`src/rtl/alu_pkg.sv`:
```
// Shared definitions for the ALU-sharing arbiter: opcode encodings, legality check, response FSM states.
package alu_pkg;

    localparam int unsigned OPW = 6;

    localparam logic [OPW-1:0] OP_ADD = 6'b100000;
    localparam logic [OPW-1:0] OP_SUB = 6'b100010;
    localparam logic [OPW-1:0] OP_AND = 6'b100100;
    localparam logic [OPW-1:0] OP_OR  = 6'b100101;
    localparam logic [OPW-1:0] OP_SLT = 6'b101010;

    typedef enum logic {
        EMPTY = 1'b0,
        FULL  = 1'b1
    } state_e;

    function automatic logic is_legal_op(input logic [OPW-1:0] op);
        case (op)
            OP_ADD, OP_SUB, OP_AND, OP_OR, OP_SLT: return 1'b1;
            default:                               return 1'b0;
        endcase
    endfunction

endpackage

```
`src/rtl/ALU32Bit.sv`:
```
// Combinational ALU: add, subtract, and, or, signed set-less-than; zero for unknown functions.
module ALU32Bit
    import alu_pkg::*;
#(
    parameter int unsigned N = 32
) (
    input  logic [N-1:0]   a_i,
    input  logic [N-1:0]   b_i,
    input  logic [OPW-1:0] func_i,
    output logic [N-1:0]   result_o
);

    always_comb begin
        result_o = '0;
        case (func_i)
            OP_ADD:  result_o = a_i + b_i;
            OP_SUB:  result_o = a_i - b_i;
            OP_AND:  result_o = a_i & b_i;
            OP_OR:   result_o = a_i | b_i;
            OP_SLT:  result_o = N'($signed(a_i) < $signed(b_i));
            default: result_o = '0;
        endcase
    end

endmodule

```
`src/rtl/rr_pick.sv`:
```
// Combinational round-robin picker: first set request after last_grant_i, wrapping around.
module rr_pick #(
    parameter  int unsigned NREQ = 4,
    localparam int unsigned IDW  = (NREQ > 1) ? $clog2(NREQ) : 1
) (
    input  logic [NREQ-1:0] req_i,
    input  logic [IDW-1:0]  last_grant_i,
    output logic            grant_valid_o,
    output logic [IDW-1:0]  grant_idx_o
);

    logic [IDW-1:0] cand;

    // Walk from the farthest candidate to the nearest so the nearest requester overrides.
    always_comb begin
        grant_valid_o = 1'b0;
        grant_idx_o   = '0;
        cand          = '0;
        for (int k = int'(NREQ); k >= 1; k--) begin
            cand = IDW'((int'(last_grant_i) + k) % int'(NREQ));
            if (req_i[cand]) begin
                grant_valid_o = 1'b1;
                grant_idx_o   = cand;
            end
        end
    end

endmodule

```
`src/rtl/alu_share_arbiter.sv`:
```
// Time-shares one ALU32Bit among NREQ requesters with round-robin arbitration
// and a single registered response slot that supports one operation per cycle.
module alu_share_arbiter
    import alu_pkg::*;
#(
    parameter  int unsigned N    = 32,
    parameter  int unsigned NREQ = 4,
    localparam int unsigned IDW  = $clog2(NREQ)
) (
    input  logic              clk,
    input  logic              rst,
    input  logic [NREQ-1:0]   req_valid,
    output logic [NREQ-1:0]   req_ready,
    input  logic [NREQ*N-1:0] req_a,
    input  logic [NREQ*N-1:0] req_b,
    input  logic [NREQ*6-1:0] req_op,
    output logic              rsp_valid,
    input  logic              rsp_ready,
    output logic [IDW-1:0]    rsp_id,
    output logic [N-1:0]      rsp_data,
    output logic              rsp_illegal,
    output logic [31:0]       ops_count
);

    state_e         state_q, state_d;
    logic [IDW-1:0] last_grant_q;
    logic [IDW-1:0] rsp_id_q;
    logic [N-1:0]   rsp_data_q;
    logic           rsp_illegal_q;
    logic [31:0]    ops_count_q;

    logic           can_issue;
    logic           grant_valid;
    logic [IDW-1:0] grant_idx;
    logic           fire;
    logic [N-1:0]   alu_a, alu_b, alu_y;
    logic [OPW-1:0] alu_op;
    logic           op_legal;

    assign can_issue = (state_q == EMPTY) || rsp_ready;
    assign fire      = can_issue && grant_valid;

    rr_pick #(.NREQ(NREQ)) u_pick (
        .req_i         (req_valid),
        .last_grant_i  (last_grant_q),
        .grant_valid_o (grant_valid),
        .grant_idx_o   (grant_idx)
    );

    assign alu_a    = req_a[int'(grant_idx)*N +: N];
    assign alu_b    = req_b[int'(grant_idx)*N +: N];
    assign alu_op   = req_op[int'(grant_idx)*OPW +: OPW];
    assign op_legal = is_legal_op(alu_op);

    ALU32Bit #(.N(N)) u_alu (
        .a_i      (alu_a),
        .b_i      (alu_b),
        .func_i   (alu_op),
        .result_o (alu_y)
    );

    always_ff @(posedge clk) begin
        if (rst) begin
            state_q <= EMPTY;
        end else begin
            state_q <= state_d;
        end
    end

    always_comb begin
        state_d = state_q;
        case (state_q)
            EMPTY:   if (fire) state_d = FULL;
            FULL:    if (rsp_ready && !fire) state_d = EMPTY;
            default: state_d = EMPTY;
        endcase
    end

    always_comb begin
        req_ready = '0;
        if (fire) req_ready[grant_idx] = 1'b1;
    end

    // Response slot and priority pointer advance only on an accepted request.
    always_ff @(posedge clk) begin
        if (rst) begin
            last_grant_q  <= IDW'(NREQ - 1);
            rsp_id_q      <= '0;
            rsp_data_q    <= '0;
            rsp_illegal_q <= 1'b0;
            ops_count_q   <= '0;
        end else if (fire) begin
            last_grant_q  <= grant_idx;
            rsp_id_q      <= grant_idx;
            rsp_data_q    <= op_legal ? alu_y : '0;
            rsp_illegal_q <= !op_legal;
            ops_count_q   <= (ops_count_q == 32'hFFFF_FFFF) ? ops_count_q : ops_count_q + 32'd1;
        end
    end

    assign rsp_valid   = (state_q == FULL);
    assign rsp_id      = rsp_id_q;
    assign rsp_data    = rsp_data_q;
    assign rsp_illegal = rsp_illegal_q;
    assign ops_count   = ops_count_q;

endmodule

```
`config.mk`:
```
export PLATFORM = sky130hd
export DESIGN_NAME = alu_share_arbiter
export DESIGN_NICKNAME = d
export VERILOG_FILES = /design/src/rtl/alu_pkg.sv /design/src/rtl/ALU32Bit.sv /design/src/rtl/rr_pick.sv /design/src/rtl/alu_share_arbiter.sv
export SDC_FILE = /design/constraint.sdc
export NUM_CORES = 1
export LEC_CHECK = 0
export ABC_AREA = 1
export CORE_UTILIZATION = 45
export CTS_CLUSTER_DIAMETER = 80
export DETAILED_ROUTE_END_ITERATION = 10
export HOLD_SLACK_MARGIN = 0.15
export PLACE_DENSITY = 0.82
export SKIP_CTS_REPAIR_TIMING = 1
export SYNTH_ARGS = -nofsm -noshare
export SYNTH_HDL_FRONTEND = slang
export SYNTH_SLANG_ARGS = --single-unit
export TNS_END_PERCENT = 30
```
`constraint.sdc`:
```
create_clock -name clk -period 4.9 [get_ports clk]
set_input_delay 0.49 -clock clk [delete_from_list [all_inputs] [get_ports clk]]
set_output_delay 0.49 -clock clk [all_outputs]
set_load 0.05 [all_outputs]
```
==> flow_summary.toml, run 1 <==
[run_status]
status = "finished clean"

[global_route]
grt-ovfl-total = 0
grt_max_degree = 47
use_met2 = 0.6407
grt_use_met3 = 0.05111
grt_usage = 0.3586
antenna_found_initial = 0
grt_pass1_wl_um = 68910
gr-usage-met1 = 0.4313
busiest_layer = "met2"
grt_pass1_vias = 13380

[die]
die_x_um = 156.0
die_h_um = 156.0
initial_utilization = 0.4645
coreArea_um2 = 22980
ioPinCount = 359
row_count = 55
die_area_um2 = 24340

[setup_path]
critPathLaunchType = "input port"
ff2ff_setup_slack_ns = 0.36
critPathKind = "in -> reg"
cpMaxStageDelayCell = "clkdlybuf4s50_1"
cp-end-kind = "register"
worstPathArrival_ns = 4.79
r2r.worst_path.cells = 30
cp_data_required_time_ns = 5.14
path_common_cell = "nand2_1"
crit_fanout = 30
cp_slowest_stage_delay_ns = 0.50

[synth]
synth_mux_area_frac = 0
synth_top_area_frac = 0.1313
synth_top_cells_by_count = "nand2_1, nor2_1, inv_1"
ys_seq_area_frac = 0.1313
synth_ff_type = "dfxtp_1"
yosysMostFrequentCell = "nand2_1"
synth_enable_flop_cells = 0
synth_fa_ha_area_frac = 0.1350
ys_top_cells_by_area = "dfxtp_1, ha_1, nand2_1"
synthCells = 1785
synth_area_per_cell_um2 = 5.981
synth_top_family_by_area = "simple AND/OR/NAND/NOR gates"
synthXorXnorAreaFrac = 0.04430
synth_top_area_cell = "dfxtp_1"
ys_seq_elements = 70
synth_area_um2 = 10680
synth_cell_types = 50
synth-compound-area-share = 0.2225
async_flop_share = 0
syn-num-nets = 2186
yosysWarnings = 0
synth-simple-area-share = 0.3563

[placement]
portBuffers = 358
place_congestion = 1.057
place_hpwl_um = 35950

[final_layout]
n_fill_cell = 2215
diodes = 0
drive_gt1_frac = 0.07014
areaGrowthSynthToFinish_pct = 43.55
fin_nets = 2563

[timing]
hold_viol = 0
tightest_slew_ns = 0.7640
fin_skew_ns = 0.009067
min_period_ns = 4.554
maxSlewViolCount = 0
relSlewSlack = 0.4875
timing.fmax_mhz = 219.6
min_period_over_period = 0.9295
setup_viol = 0
rsz0062_at_grt = "yes"
whs_ns = 0.4635

[clocking]
cts_max_level = 3
cts_sinks = 70
insertion_delay_ns = 0.36
root_buffer = "clkbuf_16"
clockBufferDepth = 2
clk_pin_slew_ns = 0.07
cts_tree = "built"
cts_buffers = 9

[detailed_routing]
wire_per_inst_um = 17.80
drt_drc_violations_left = 0
via_per_inst = 5.493
drt_iter0_drc = 1080
vias = 13620
wirelength_um = 44150
detail-route-antenna-nets = 0
dr.pass1.iters = 5

[min_path]
hold_class = "reg -> reg"
hold_path_depth = 2

[job]
maxCapViolations = 0
registers in the layout (all words and copies together), names as in the netlist:
name / cells
rsp_data: 32
ops_count: 32
rsp_id: 2
rsp_illegal: 1
last_grant_q: 2
rsp_valid: 1
per-layer routing:
layer,part of all wire,up-vias
met2,0.48,612
met3,0.071,92
met4,0.032,0
li1,-,6700
met5,0,-
met1,0.41,6218
path summary, 6_finish.rpt:
kind	startpoint	endpoint
setup / recovery	req_valid[1]	rsp_data[24]$_SDFFE_PP0P_
hold / removal	rsp_id[1]$_SDFFE_PP0P_	rsp_id[1]$_SDFFE_PP0P_
setup reg to reg	last_grant_q[0]$_SDFFE_PP1P_	rsp_data[24]$_SDFFE_PP0P_
hold reg to reg	rsp_id[1]$_SDFFE_PP0P_	rsp_id[1]$_SDFFE_PP0P_
area by class of cell:
cell class              count  area [µm²]  share of cell area
repair buffers            452        4377              0.2856
well taps                 313       391.6             0.02556
clock inverters             7       62.56            0.004082
multi-input cells        1429        8117              0.5296
clock buffers               9       225.2             0.01470
flip-flops and latches     70        1401             0.09144
inverters                 200       750.7             0.04899
critical path: cells and delay by family:
| family | cells | cell delay (ns) |
|---|---|---|
| AOI/OAI and AO/OA | 6 | 0.92 |
| xor gates and xnor gates | 1 | 0.16 |
| adders and majority gates | 1 | 0.43 |
| buffers and inverters | 7 | 1.19 |
| and+or+nand+nor | 16 | 1.59 |
cell families (layout without fill, tap and decap cells):
kind of cell    Yosys count  count (layout)
simple gates            857             857
compound gates          404             404
buf+inv                 286             668
fa+ha+maj               114             114
flops                    70              70
xor+xnor                 54              54
cell usage in the layout, fill, tap and decap left out, types with 25 or more instances in the layout:
cell / count
a21oi_1: 133
buf_4: 87
clkdlybuf4s50_1: 358
dfxtp_1: 70
ha_1: 112
inv_1: 193
nand2_1: 316
nand3_1: 141
nand3b_1: 30
nand4_1: 28
nor2_1: 258
nor3_1: 32
o21a_1: 70
o21ai_0: 73
o21ai_1: 25
o22ai_1: 61
xor2_1: 48
through the flow:
stage	setup TNS [ns]	util	worst slack, ns	area, µm²	cells
2_1_floorplan	0	-	0.7653	10680	1785
3_3_place_gp	-0.1965	0.6534	-0.1965	15020	2464
3_5_place_dp	-0.2866	0.6534	-0.2547	15020	2464
4_1_cts	0	0.6659	0.08691	15310	2480
5_1_grt	-0.03956	0.6667	-0.03956	15320	2480
6_report	0	0.6667	0.3457	15320	2480
Power of run 1 is not shown: default switching activity piles up to over one toggle a cycle in this logic, so the estimate is an artifact.
==> run 2, diff against run 1 <==
- SLEW_MARGIN: default -> 10
==> results of run 2 <==
The final DEF is identical to that of run 1; final timing and power are the same.
Power of run 2 is left out for the same reason.
